### src/rtl/multicycle_ctrl.sv
// Multicycle CPU control FSM.
// Steps each instruction through fetch, decode, execute, memory and writeback.
// On each step it drives the datapath mux selects, the strobes and the ALU control code.
// Ports:
//   clk, reset        - clock; synchronous active-high reset
//   instr             - instruction register contents, stable from DECODE onward
//   mem_ready         - memory access completes this cycle
//   ir_write/pc_write - IR / PC load strobes
//   mem_write         - memory write request
//   reg_write         - register-file write strobe
//   adr_src, alu_src_a, alu_src_b, alu_ctrl, result_src, imm_src - datapath selects
//   instr_done        - pulse in the final cycle of each legal instruction
//   illegal_instr     - pulse when DECODE rejects the instruction
//   state             - current state, for debug
module multicycle_ctrl #(
  parameter int unsigned STATE_W = 4
) (
  input  logic               clk,
  input  logic               reset,
  input  logic [31:0]        instr,
  input  logic               mem_ready,
  output logic               ir_write,
  output logic               pc_write,
  output logic               mem_write,
  output logic               reg_write,
  output logic               adr_src,
  output logic               alu_src_a,
  output logic [1:0]         alu_src_b,
  output logic [1:0]         alu_ctrl,
  output logic [1:0]         result_src,
  output logic [1:0]         imm_src,
  output logic               instr_done,
  output logic               illegal_instr,
  output logic [STATE_W-1:0] state
);

  typedef enum logic [STATE_W-1:0] {
    S_FETCH    = STATE_W'(0),
    S_DECODE   = STATE_W'(1),
    S_EXECUTER = STATE_W'(2),
    S_EXECUTEI = STATE_W'(3),
    S_ALUWB    = STATE_W'(4),
    S_MEMADR   = STATE_W'(5),
    S_MEMREAD  = STATE_W'(6),
    S_MEMWB    = STATE_W'(7),
    S_MEMWRITE = STATE_W'(8),
    S_BRANCH   = STATE_W'(9)
  } state_e;

  state_e state_q, state_d;

  // Instruction fields
  logic [1:0] op;
  logic       i_bit;
  logic [3:0] cmd;
  logic       l_bit;
  logic       u_bit;

  assign op    = instr[27:26];
  assign i_bit = instr[25];
  assign cmd   = instr[24:21];
  assign l_bit = instr[20];
  assign u_bit = instr[23];

  // Condition field and operand fields are not needed for control
  logic unused_instr_bits;
  assign unused_instr_bits = ^{instr[31:28], instr[19:0]};

  // Data-processing cmd to ALU code
  logic [1:0] dp_code;
  logic       dp_legal;

  always_comb begin
    dp_code  = 2'd0;
    dp_legal = 1'b1;
    case (cmd)
      4'b0100: dp_code = 2'd0;
      4'b0010: dp_code = 2'd1;
      4'b0000: dp_code = 2'd2;
      4'b1100: dp_code = 2'd3;
      default: dp_legal = 1'b0;
    endcase
  end

  // State register
  always_ff @(posedge clk) begin
    if (reset) state_q <= S_FETCH;
    else       state_q <= state_d;
  end

  assign state = state_q;

  // Next-state and Moore outputs; strobes are masked while reset is high
  always_comb begin
    state_d       = state_q;
    ir_write      = 1'b0;
    pc_write      = 1'b0;
    mem_write     = 1'b0;
    reg_write     = 1'b0;
    adr_src       = 1'b0;
    alu_src_a     = 1'b0;
    alu_src_b     = 2'd0;
    alu_ctrl      = 2'd0;
    result_src    = 2'd0;
    imm_src       = 2'd0;
    instr_done    = 1'b0;
    illegal_instr = 1'b0;

    case (state_q)
      S_FETCH: begin
        alu_src_a  = 1'b1;
        alu_src_b  = 2'd2;
        result_src = 2'd2;
        ir_write   = mem_ready;
        pc_write   = mem_ready;
        if (mem_ready) state_d = S_DECODE;
      end
      S_DECODE: begin
        alu_src_a = 1'b1;
        alu_src_b = 2'd2;
        case (op)
          2'b00: begin
            if (dp_legal) begin
              state_d = i_bit ? S_EXECUTEI : S_EXECUTER;
            end else begin
              illegal_instr = 1'b1;
              state_d       = S_FETCH;
            end
          end
          2'b01: begin
            imm_src = 2'd1;
            state_d = S_MEMADR;
          end
          2'b10: begin
            imm_src = 2'd2;
            state_d = S_BRANCH;
          end
          default: begin
            illegal_instr = 1'b1;
            state_d       = S_FETCH;
          end
        endcase
      end
      S_EXECUTER: begin
        alu_src_b = 2'd0;
        alu_ctrl  = dp_code;
        state_d   = S_ALUWB;
      end
      S_EXECUTEI: begin
        alu_src_b = 2'd1;
        imm_src   = 2'd0;
        alu_ctrl  = dp_code;
        state_d   = S_ALUWB;
      end
      S_ALUWB: begin
        result_src = 2'd0;
        reg_write  = 1'b1;
        instr_done = 1'b1;
        state_d    = S_FETCH;
      end
      S_MEMADR: begin
        alu_src_b = 2'd1;
        imm_src   = 2'd1;
        alu_ctrl  = u_bit ? 2'd0 : 2'd1;
        state_d   = l_bit ? S_MEMREAD : S_MEMWRITE;
      end
      S_MEMREAD: begin
        adr_src = 1'b1;
        if (mem_ready) state_d = S_MEMWB;
      end
      S_MEMWB: begin
        result_src = 2'd1;
        reg_write  = 1'b1;
        instr_done = 1'b1;
        state_d    = S_FETCH;
      end
      S_MEMWRITE: begin
        adr_src    = 1'b1;
        mem_write  = 1'b1;
        instr_done = mem_ready;
        if (mem_ready) state_d = S_FETCH;
      end
      S_BRANCH: begin
        alu_src_a  = 1'b1;
        alu_src_b  = 2'd1;
        imm_src    = 2'd2;
        alu_ctrl   = 2'd0;
        result_src = 2'd2;
        pc_write   = 1'b1;
        instr_done = 1'b1;
        state_d    = S_FETCH;
      end
      default: begin
        state_d = S_FETCH;
      end
    endcase

    if (reset) begin
      ir_write      = 1'b0;
      pc_write      = 1'b0;
      mem_write     = 1'b0;
      reg_write     = 1'b0;
      instr_done    = 1'b0;
      illegal_instr = 1'b0;
    end
  end

endmodule

### config.mk
export PLATFORM = sky130hd
export DESIGN_NAME = multicycle_ctrl
export DESIGN_NICKNAME = d
export VERILOG_FILES = /design/src/rtl/multicycle_ctrl.sv
export SDC_FILE = /design/constraint.sdc
export NUM_CORES = 1
export LEC_CHECK = 0
export ABC_CLOCK_PERIOD_IN_PS = 2000
export CORE_MARGIN = 5
export CORE_UTILIZATION = 31
export CTS_BUF_LIST = sky130_fd_sc_hd__clkbuf_2
export DETAILED_ROUTE_END_ITERATION = 10
export PLACE_DENSITY_LB_ADDON = 0.2
export SLEW_MARGIN = 0
export SYNTH_ARGS = -nofsm -noshare
export SYNTH_HDL_FRONTEND = slang
export SYNTH_SLANG_ARGS = --single-unit
### constraint.sdc
create_clock -name clk -period 2 [get_ports clk]
set_input_delay 0.4 -clock clk [delete_from_list [all_inputs] [get_ports clk]]
set_output_delay 0.4 -clock clk [all_outputs]
set_load 0.03 [all_outputs]
==> out/metrics.csv, run 1 <==
metric,value,unit
family with the most delay on the worst path,simple AND/OR/NAND/NOR gates,
1st-iter DRT viols,7,
vias in the first global route,814,
maxcap violations,0,
Crit path depth,4,
Fmax,0.480,GHz
Post-Syn Area per Cell,6.83,um^2
syn nets,124,
RSZ-0062 raised after global routing,yes,
kind of critical path,reg -> out,
ant diodes,0,
detailed-route DRC error count,0,
Final Worst Setup Slack,-0.0824,ns
Root Driver,clkbuf_2,
Ys Warns,0,
Post-synth EDFFs,0,
Final Cycle Share,104,%
pin count of the biggest net entering global routing,18,
post-synthesis async set-or-reset flop share,0,%
power per cell area,338,nW/um^2
max FFs per register,4,
status,"finished, violations left",
Initial Utilization,33.3,%
Critical R2R Launch,state[2],
worst path buffer plus inverter count,1,
Hold Path Depth,2,
layout cells sized above 1,50.0,%
Layout Utilization,66.4,%
Gate Count Post-Synth,85,
dominant cell type by area after synthesis,dfxtp_1,
Slew @ Worst Pin,0.334,ns
sequential share of power,21.7,%
post-synthesis register bit count,4,
Synth-to-Final Area Change,99.6,%
drt first pass iters,4,
CP max stage delay,0.48,ns
Worst-path clk slew,0.04,ns
num rows,15,
Global Route Usage Sum,16.9,%
DR vias,781,
"Remaining Overflow, GRT",0,
Hold Fails Final Rpt,0,
CTS tree,built,
R2R cell count,6,
worst clock skew,0.00286,ns
combinational group share of total power,59.9,%
drt total wl,2.22,mm
Die Span Y,53.3,um
Crit Path Max Fanout,5,
sw frac,40.9,%
distinct cell type count after synthesis,33,
placed cell areas,1030,um^2
top post-synthesis cells by area,"dfxtp_1, ha_1, nor2_1, nand2b_1, nor2b_1",
Switch Pwr,0.160,mW
max-slew violation count,0,
CP Capture Point,alu_ctrl[0],
"Top FF cell, synth",dfxtp_1,
Yosys top cell area share,13.8,%
Hold Crit Class,reg -> reg,
"commonest non-fill, non-tap cell in the layout",buf_4,
most frequent cells in the layout,"buf_4, clkdlybuf4s50_1, nor2_1",
failing checks,negative setup slack,
Sink Count,4,
CP arrival,1.68,ns
Layout Nets,175,
CP startpoint,state[3],
CTS H-Tree Depth,1,
Buffers on Ports,30,
Post-Syn Area,581,um^2
post-DP HPWL,1.60,mm
initial antenna violation count,0,
Rel. slew slack,77.7,%
Clk network pwr share,18.4,%
Layout Cells excl Fill,159,
total power,0.392,mW
routed length per placed instance,13.9,um
final hold slack,0.574,ns
sequential area share after synthesis,13.8,%
core area,1750,um^2
Routed Antenna Nets,0,
"Data required, critical path",1.60,ns
leakage power,0.507,nW
post-route setup TNS,-0.0824,ns
Worst VDD drop,0.000172,V
crit start category,flip-flop,
CP cell instances,or4b_4 -> o32a_1 -> o22ai_4 -> buf_6,
Avg Vias per Cell,4.91,
Internal,0.232,mW
die footprint,2840,um^2
Max Buffers Root-to-Sink,2,
die width,53.3,um
slowest cell on the critical path,or4b_4,
I/O pins,55,
Setup crit end kind,output port,
GPL Wtd Cong,0.888,
r2r endpoint,state[0],
worst skew pair latency,0.20,ns
fin area,1160,um^2
first-pass GRT wire length,3.58,mm
Num CTS Buffers,3,
Tmin final,2.08,ns
Final Setup Violations,1,
r2r setup slk,0.42,ns
DP Worst Slack,-0.389,ns
Placed Cells incl. Taps,150,
-- per-layer routing --
metal	share of wire, %	routed length, um	up-vias	global-route usage (%)
li1	-	-	403	-
met1	46	1020	364	20.5
met2	51	1130	14	30.0
met3	3.2	72	0	2.54
met4	0	0	0	5.11
met5	0	0	-	0
-- Yosys cell counts (2+ instances only) --
library cell and count:
nor2b_1 5, o2bb2ai_1 2, inv_1 6, a22oi_1 2, nor2_1 10, o21ai_0 6, dfxtp_1 4, nand2_1 6
clkbuf_1 4, nor4_1 2, nand2b_1 5, nor3_1 5, ha_1 4, a21oi_1 5
-- how the worst min path moves through the flow --
stage	from	to	slack, ns
finish	state[3]	state[2]	0.57
global placement	state[1]	state[3]	0.64
CTS	state[1]	state[3]	0.65
floorplan	instr[25]	state[0]	0.58
global route	state[3]	state[2]	0.60
detailed placement	state[1]	state[3]	0.64
-- repair_timing --
item	CTS	global route
endpoints found under the setup margin	9	10
hold buffers	0	0
buffers inserted	4	4
resized for setup	27	14
pin swaps	5	6
-- worst register-to-register path, cell delays in order (launching register included) --
cell and delay, ns:
dfxtp_4 0.33, buf_4 0.15, or2_1 0.23, buf_6 0.15
nor3b_4 0.20, nand3_1 0.11, a2111oi_2 0.29
-- final cells by class --
cell class	count	area, um^2
Fill cell	159	587
Multi-Input combinational cell	69	542
Timing Repair Buffer	52	457
Sequential cell	4	91.3
Tap cell	25	31.3
Inverter	6	22.5
Clock buffer	3	15.0
-- cell families (layout without fill, tap and decap cells) --
kind of cell	Yosys count	after routing	share of synthesized area, %
adders and majority gates	4	4	8.62
buffers and inverters	12	61	9.05
AOI/OAI and AO/OA	23	23	28.0
DFF	4	4	13.8
and+or+nand+nor	42	42	40.5
-- power groups by stage --
stage          clock [mW]  sequential (mW)  combinational (mW)
2_1_floorplan           0           0.0981               0.107
6_report           0.0722           0.0849               0.235
3_5_place_dp            0           0.0889               0.208
5_1_grt            0.0810           0.0853               0.251
3_3_place_gp            0           0.0888               0.206
4_1_cts            0.0767           0.0860               0.216
No activity file was read; power rests on OpenSTA's default activity.
==> inputs of run 2 (changes only) <==
CORE_MARGIN = unset   (was 5)
==> out/metrics.csv, run 2 (synthesis gave the netlist of run 1 again) <==
metric,value,unit,change
status,"finished, violations left",,
failing checks,negative setup slack,,
crit start category,flip-flop,,
die width,45.3,um,-15%
Buffers on Ports,30,,unchanged
R2R cell count,8,,+2
Internal,0.226,mW,-2.5%
RSZ-0062 raised after global routing,yes,,
Critical R2R Launch,state[2],,
Slew @ Worst Pin,0.407,ns,+0.0731 ns
layout cells sized above 1,48.9,%,-1.1 points
core area,1750,um^2,unchanged
Final Cycle Share,106,%,+1.7 points
"Data required, critical path",1.60,ns,about the same
CTS tree,built,,
initial antenna violation count,0,,unchanged
CP arrival,1.72,ns,+0.04 ns
Sink Count,4,,unchanged
1st-iter DRT viols,13,,+6
DR vias,799,,+2.3%
Hold Crit Class,reg -> reg,,
Hold Path Depth,2,,unchanged
most frequent cells in the layout,"buf_4, clkdlybuf4s50_1, nor2_1",,
Global Route Usage Sum,20.9,%,+4.0 points
leakage power,0.504,nW,-0.58%
drt first pass iters,4,,unchanged
Layout Nets,172,,-1.7%
Rel. slew slack,72.8,%,-5.0 points
"Remaining Overflow, GRT",0,,unchanged
worst clock skew,0.0104,ns,+0.00750 ns
first-pass GRT wire length,3.13,mm,-13%
Layout Utilization,65.8,%,-0.57 points
max FFs per register,4,,unchanged
Final Worst Setup Slack,-0.117,ns,-0.0345 ns
combinational group share of total power,58.4,%,-1.5 points
DP Worst Slack,-0.395,ns,-0.00606 ns
r2r endpoint,state[0],,
detailed-route DRC error count,0,,unchanged
vias in the first global route,701,,-14%
Final Setup Violations,1,,unchanged
maxcap violations,0,,unchanged
ant diodes,0,,unchanged
Max Buffers Root-to-Sink,2,,unchanged
pin count of the biggest net entering global routing,18,,unchanged
"commonest non-fill, non-tap cell in the layout",buf_4,,
post-DP HPWL,1.42,mm,-11%
die footprint,2050,um^2,-28%
Switch Pwr,0.159,mW,-0.84%
Clk network pwr share,19.6,%,+1.2 points
sw frac,41.3,%,+0.41 points
kind of critical path,reg -> out,,
num rows,15,,unchanged
drt total wl,1.88,mm,-15%
Fill cells,173,,+8.8%
max-slew violation count,0,,unchanged
Routed Antenna Nets,0,,unchanged
Crit Path Max Fanout,2,,-3
total power,0.385,mW,-1.8%
Root Driver,clkbuf_2,,
routed length per placed instance,12.1,um,-14%
Initial Utilization,33.3,%,unchanged
Fmax,0.472,GHz,-1.6%
Avg Vias per Cell,5.12,,+4.3%
HP Start,state[3],,
sequential share of power,22.0,%,+0.3 points
worst hold endpoint,state[2],,
Setup crit end kind,output port,,
CTS H-Tree Depth,1,,unchanged
Hold Fails Final Rpt,0,,unchanged
worst skew pair latency,0.22,ns,+0.02 ns
Num CTS Buffers,3,,unchanged
Worst VDD drop,0.000203,V,+18%
Synth-to-Final Area Change,97.8,%,
Tmin final,2.12,ns,+0.0345 ns
power per cell area,335,nW/um^2,-0.98%
Worst-path clk slew,0.05,ns,about the same
Die Span Y,45.3,um,-15%
hold_buf cts,0,,unchanged
I/O pins,55,,unchanged
r2r setup slk,0.11,ns,-0.31 ns
GPL Wtd Cong,0.805,,-9.3%
## run 2: through the flow
| step | hold WS [ns] | setup TNS (ns) | std cells | cell area, um^2 |
|---|---|---|---|---|
| after floorplan | 0.580 | 0 | 85 | 628 |
| after global placement | 0.610 | -1.78 | 150 | 1030 |
| after detailed placement | 0.617 | -1.87 | 150 | 1030 |
| after CTS | 0.608 | -0.304 | 154 | 1090 |
| after global routing | 0.654 | -0.281 | 156 | 1150 |
| final | 0.617 | -0.117 | 156 | 1150 |
## run 2: power groups by stage
| stage | sequential (mW) | combinational (mW) | clock [mW] |
|---|---|---|---|
| floorplan | 0.0981 | 0.107 | 0 |
| global placement | 0.0884 | 0.205 | 0 |
| detailed placement | 0.0887 | 0.207 | 0 |
| CTS | 0.0858 | 0.215 | 0.0765 |
| global route | 0.0850 | 0.241 | 0.0814 |
| finish | 0.0845 | 0.225 | 0.0755 |
## run 2: critical path: stages (launching register included)
cell and delay, ns:
dfxtp_4 0.34, or4b_4 0.51, o32a_1 0.33, o22ai_4 0.16, buf_6 0.15
## run 2: final cells by class
type	instances	area [um^2]	share of cell area, %
inverters	6	22.5	1.96
well taps	25	31.3	2.72
flip-flops and latches	4	87.6	7.63
multi-input cells	69	561	48.8
repair buffers	49	432	37.6
clock buffers	3	15.0	1.31
## run 2: per-layer routing
layer | share of wire, % | track usage, %
met4 | 0.90 | 7.27
met3 | 4.2 | 2.40
met1 | 44 | 27.5
met5 | 0 | 0
met2 | 51 | 35.1
## run 2: timing repair
item	CTS	global route
endpoints found under the setup margin	8	10
endpoints found under the hold margin	0	0
buffers inserted	1	2
gates resized for setup	31	13
pin swaps	6	8
## run 2: how the worst max path moves through the flow
stage	slack, ns	endpoint	start	cells after the start
after floorplan	0.002	instr_done	state[2]	3
after global placement	-0.38	imm_src[0]	instr[27]	6
after detailed placement	-0.40	imm_src[0]	instr[27]	6
after CTS	-0.23	alu_ctrl[0]	state[2]	4
after global routing	-0.17	alu_ctrl[0]	state[2]	4
final	-0.12	alu_ctrl[0]	state[2]	4
==> inputs of run 3 (changes only) <==
SKIP_CTS_REPAIR_TIMING = 1   (was unset)
==> out/metrics.csv, run 3 (synthesis gave the netlist of run 1 again) <==
metric,value,unit,change
Final Setup Violations,2,,+1
RSZ-0062 raised after global routing,yes,,
"Remaining Overflow, GRT",0,,unchanged
status,"finished, violations left",,
worst hold endpoint,state[2],,
"Data required, critical path",1.60,ns,about the same
register area,88.8,um^2,+1.4%
1st-iter DRT viols,11,,-2
num rows,15,,unchanged
final hold slack,0.570,ns,-0.0467 ns
DR vias,781,,-2.3%
Worst VDD drop,0.000190,V,-6.2%
max FFs per register,4,,unchanged
HP Start,state[3],,
Tmin final,2.19,ns,+0.0702 ns
CP arrival,1.79,ns,+0.07 ns
layout cells sized above 1,45.4,%,-3.5 points
first-pass GRT wire length,2.97,mm,-4.9%
leakage power,0.511,nW,+1.4%
detailed-route DRC error count,0,,unchanged
power per cell area,341,nW/um^2,+1.8%
worst skew pair latency,0.22,ns,about the same
Fmax,0.457,GHz,-3.2%
CTS H-Tree Depth,1,,unchanged
pin count of the biggest net entering global routing,18,,unchanged
maxcap violations,0,,unchanged
Global Route Usage Sum,19.8,%,-1.1 points
Synth-to-Final Area Change,89.7,%,
Crit Path Max Fanout,5,,+3
CTS tree,built,,
post-route setup TNS,-0.207,ns,-0.0905 ns
post-DP HPWL,1.42,mm,unchanged
Root Driver,clkbuf_2,,
crit start category,flip-flop,,
r2r setup slk,0.35,ns,+0.24 ns
Sink Count,4,,unchanged
max-slew violation count,0,,unchanged
core area,1750,um^2,unchanged
vias in the first global route,671,,-4.3%
Layout Utilization,63.1,%,-2.7 points
initial antenna violation count,0,,unchanged
Worst-path clk slew,0.05,ns,about the same
routed length per placed instance,11.9,um,-1.6%
Rel. slew slack,78.9,%,+6.1 points
"commonest non-fill, non-tap cell in the layout",buf_4,,
R2R cell count,6,,-2
die width,45.3,um,unchanged
Final Cycle Share,109,%,+3.5 points
GPL Wtd Cong,0.805,,unchanged
Hold Crit Class,reg -> reg,,
kind of critical path,reg -> out,,
r2r endpoint,state[0],,
Layout Nets,171,,-0.58%
drt first pass iters,4,,unchanged
Hold Fails Final Rpt,0,,unchanged
ant diodes,0,,unchanged
Die Span Y,45.3,um,unchanged
Setup crit end kind,output port,,
Buffers on Ports,30,,unchanged
Hold Path Depth,2,,unchanged
Fill cells,187,,+8.1%
Num CTS Buffers,3,,unchanged
Critical R2R Launch,state[1],,
Final Worst Setup Slack,-0.187,ns,-0.0702 ns
Initial Utilization,33.3,%,unchanged
Routed Antenna Nets,0,,unchanged
failing checks,negative setup slack,,
Max Buffers Root-to-Sink,2,,unchanged
worst clock skew,0.00806,ns,-0.00230 ns
die footprint,2050,um^2,unchanged
Slew @ Worst Pin,0.316,ns,-0.0907 ns
Multi-input gate area,526,um^2,-6.3%
drt total wl,1.84,mm,-2.2%
most frequent cells in the layout,"buf_4, clkdlybuf4s50_1, nor2_1",,
I/O pins,55,,unchanged
Avg Vias per Cell,5.04,,-1.6%
run 3: cell count changes in the layout (fill, tap and decap cells not counted), moves of 2 or more:
cell,change
buf_2,-3
buf_8,-2
clkbuf_2,+2
nor4_2,+2
nor4_4,-2
run 3: report_power, final:
part           total (mW)  switching, mW  leakage (nW)  internal, mW
registers          0.0856        0.00352        0.0347        0.0821
clock network      0.0748         0.0345        0.0125        0.0403
logic               0.215          0.115         0.464         0.100
total               0.375          0.153         0.511         0.222
run 3: worst max path at each step:
| stage | start | end | cells after the start |
|---|---|---|---|
| floorplan | state[2] | instr_done | 3 |
| global placement | instr[27] | imm_src[0] | 6 |
| detailed placement | instr[27] | imm_src[0] | 6 |
| CTS | instr[27] | imm_src[0] | 6 |
| global route | state[2] | alu_ctrl[0] | 4 |
| finish | state[2] | alu_ctrl[0] | 4 |
run 3: worst max-delay path, cell delays in order, from the launching register on:
cell	delay [ns]
dfxtp_4	0.35
or4b_4	0.49
o32a_1	0.40
o22ai_4	0.18
buf_6	0.15
run 3: metrics by stage:
stage,worst slack [ns],instance area (um^2),total power [mW],instances
floorplan,0.00246,628,0.205,85
global placement,-0.384,1030,0.294,150
detailed placement,-0.395,1030,0.295,150
CTS,-0.412,1040,0.371,153
global route,-0.241,1100,0.399,155
finish,-0.187,1100,0.375,155
run 3: metal layers:
layer | routed length, um | vias up | GRT usage (%)
met5 | 0 | - | 0
met4 | 17 | 0 | 7.27
met3 | 66 | 2 | 2.40
met2 | 911 | 20 | 32.2
met1 | 842 | 367 | 26.6
li1 | - | 392 | -
run 3: final cells by class:
class / count / share of cell area [%]
Clock buffer: 3 / 1.36
Tap cell: 25 / 2.84
Timing Repair Buffer: 48 / 38.0
Inverter: 6 / 2.05
Multi-Input combinational cell: 69 / 47.7
Sequential cell: 4 / 8.07
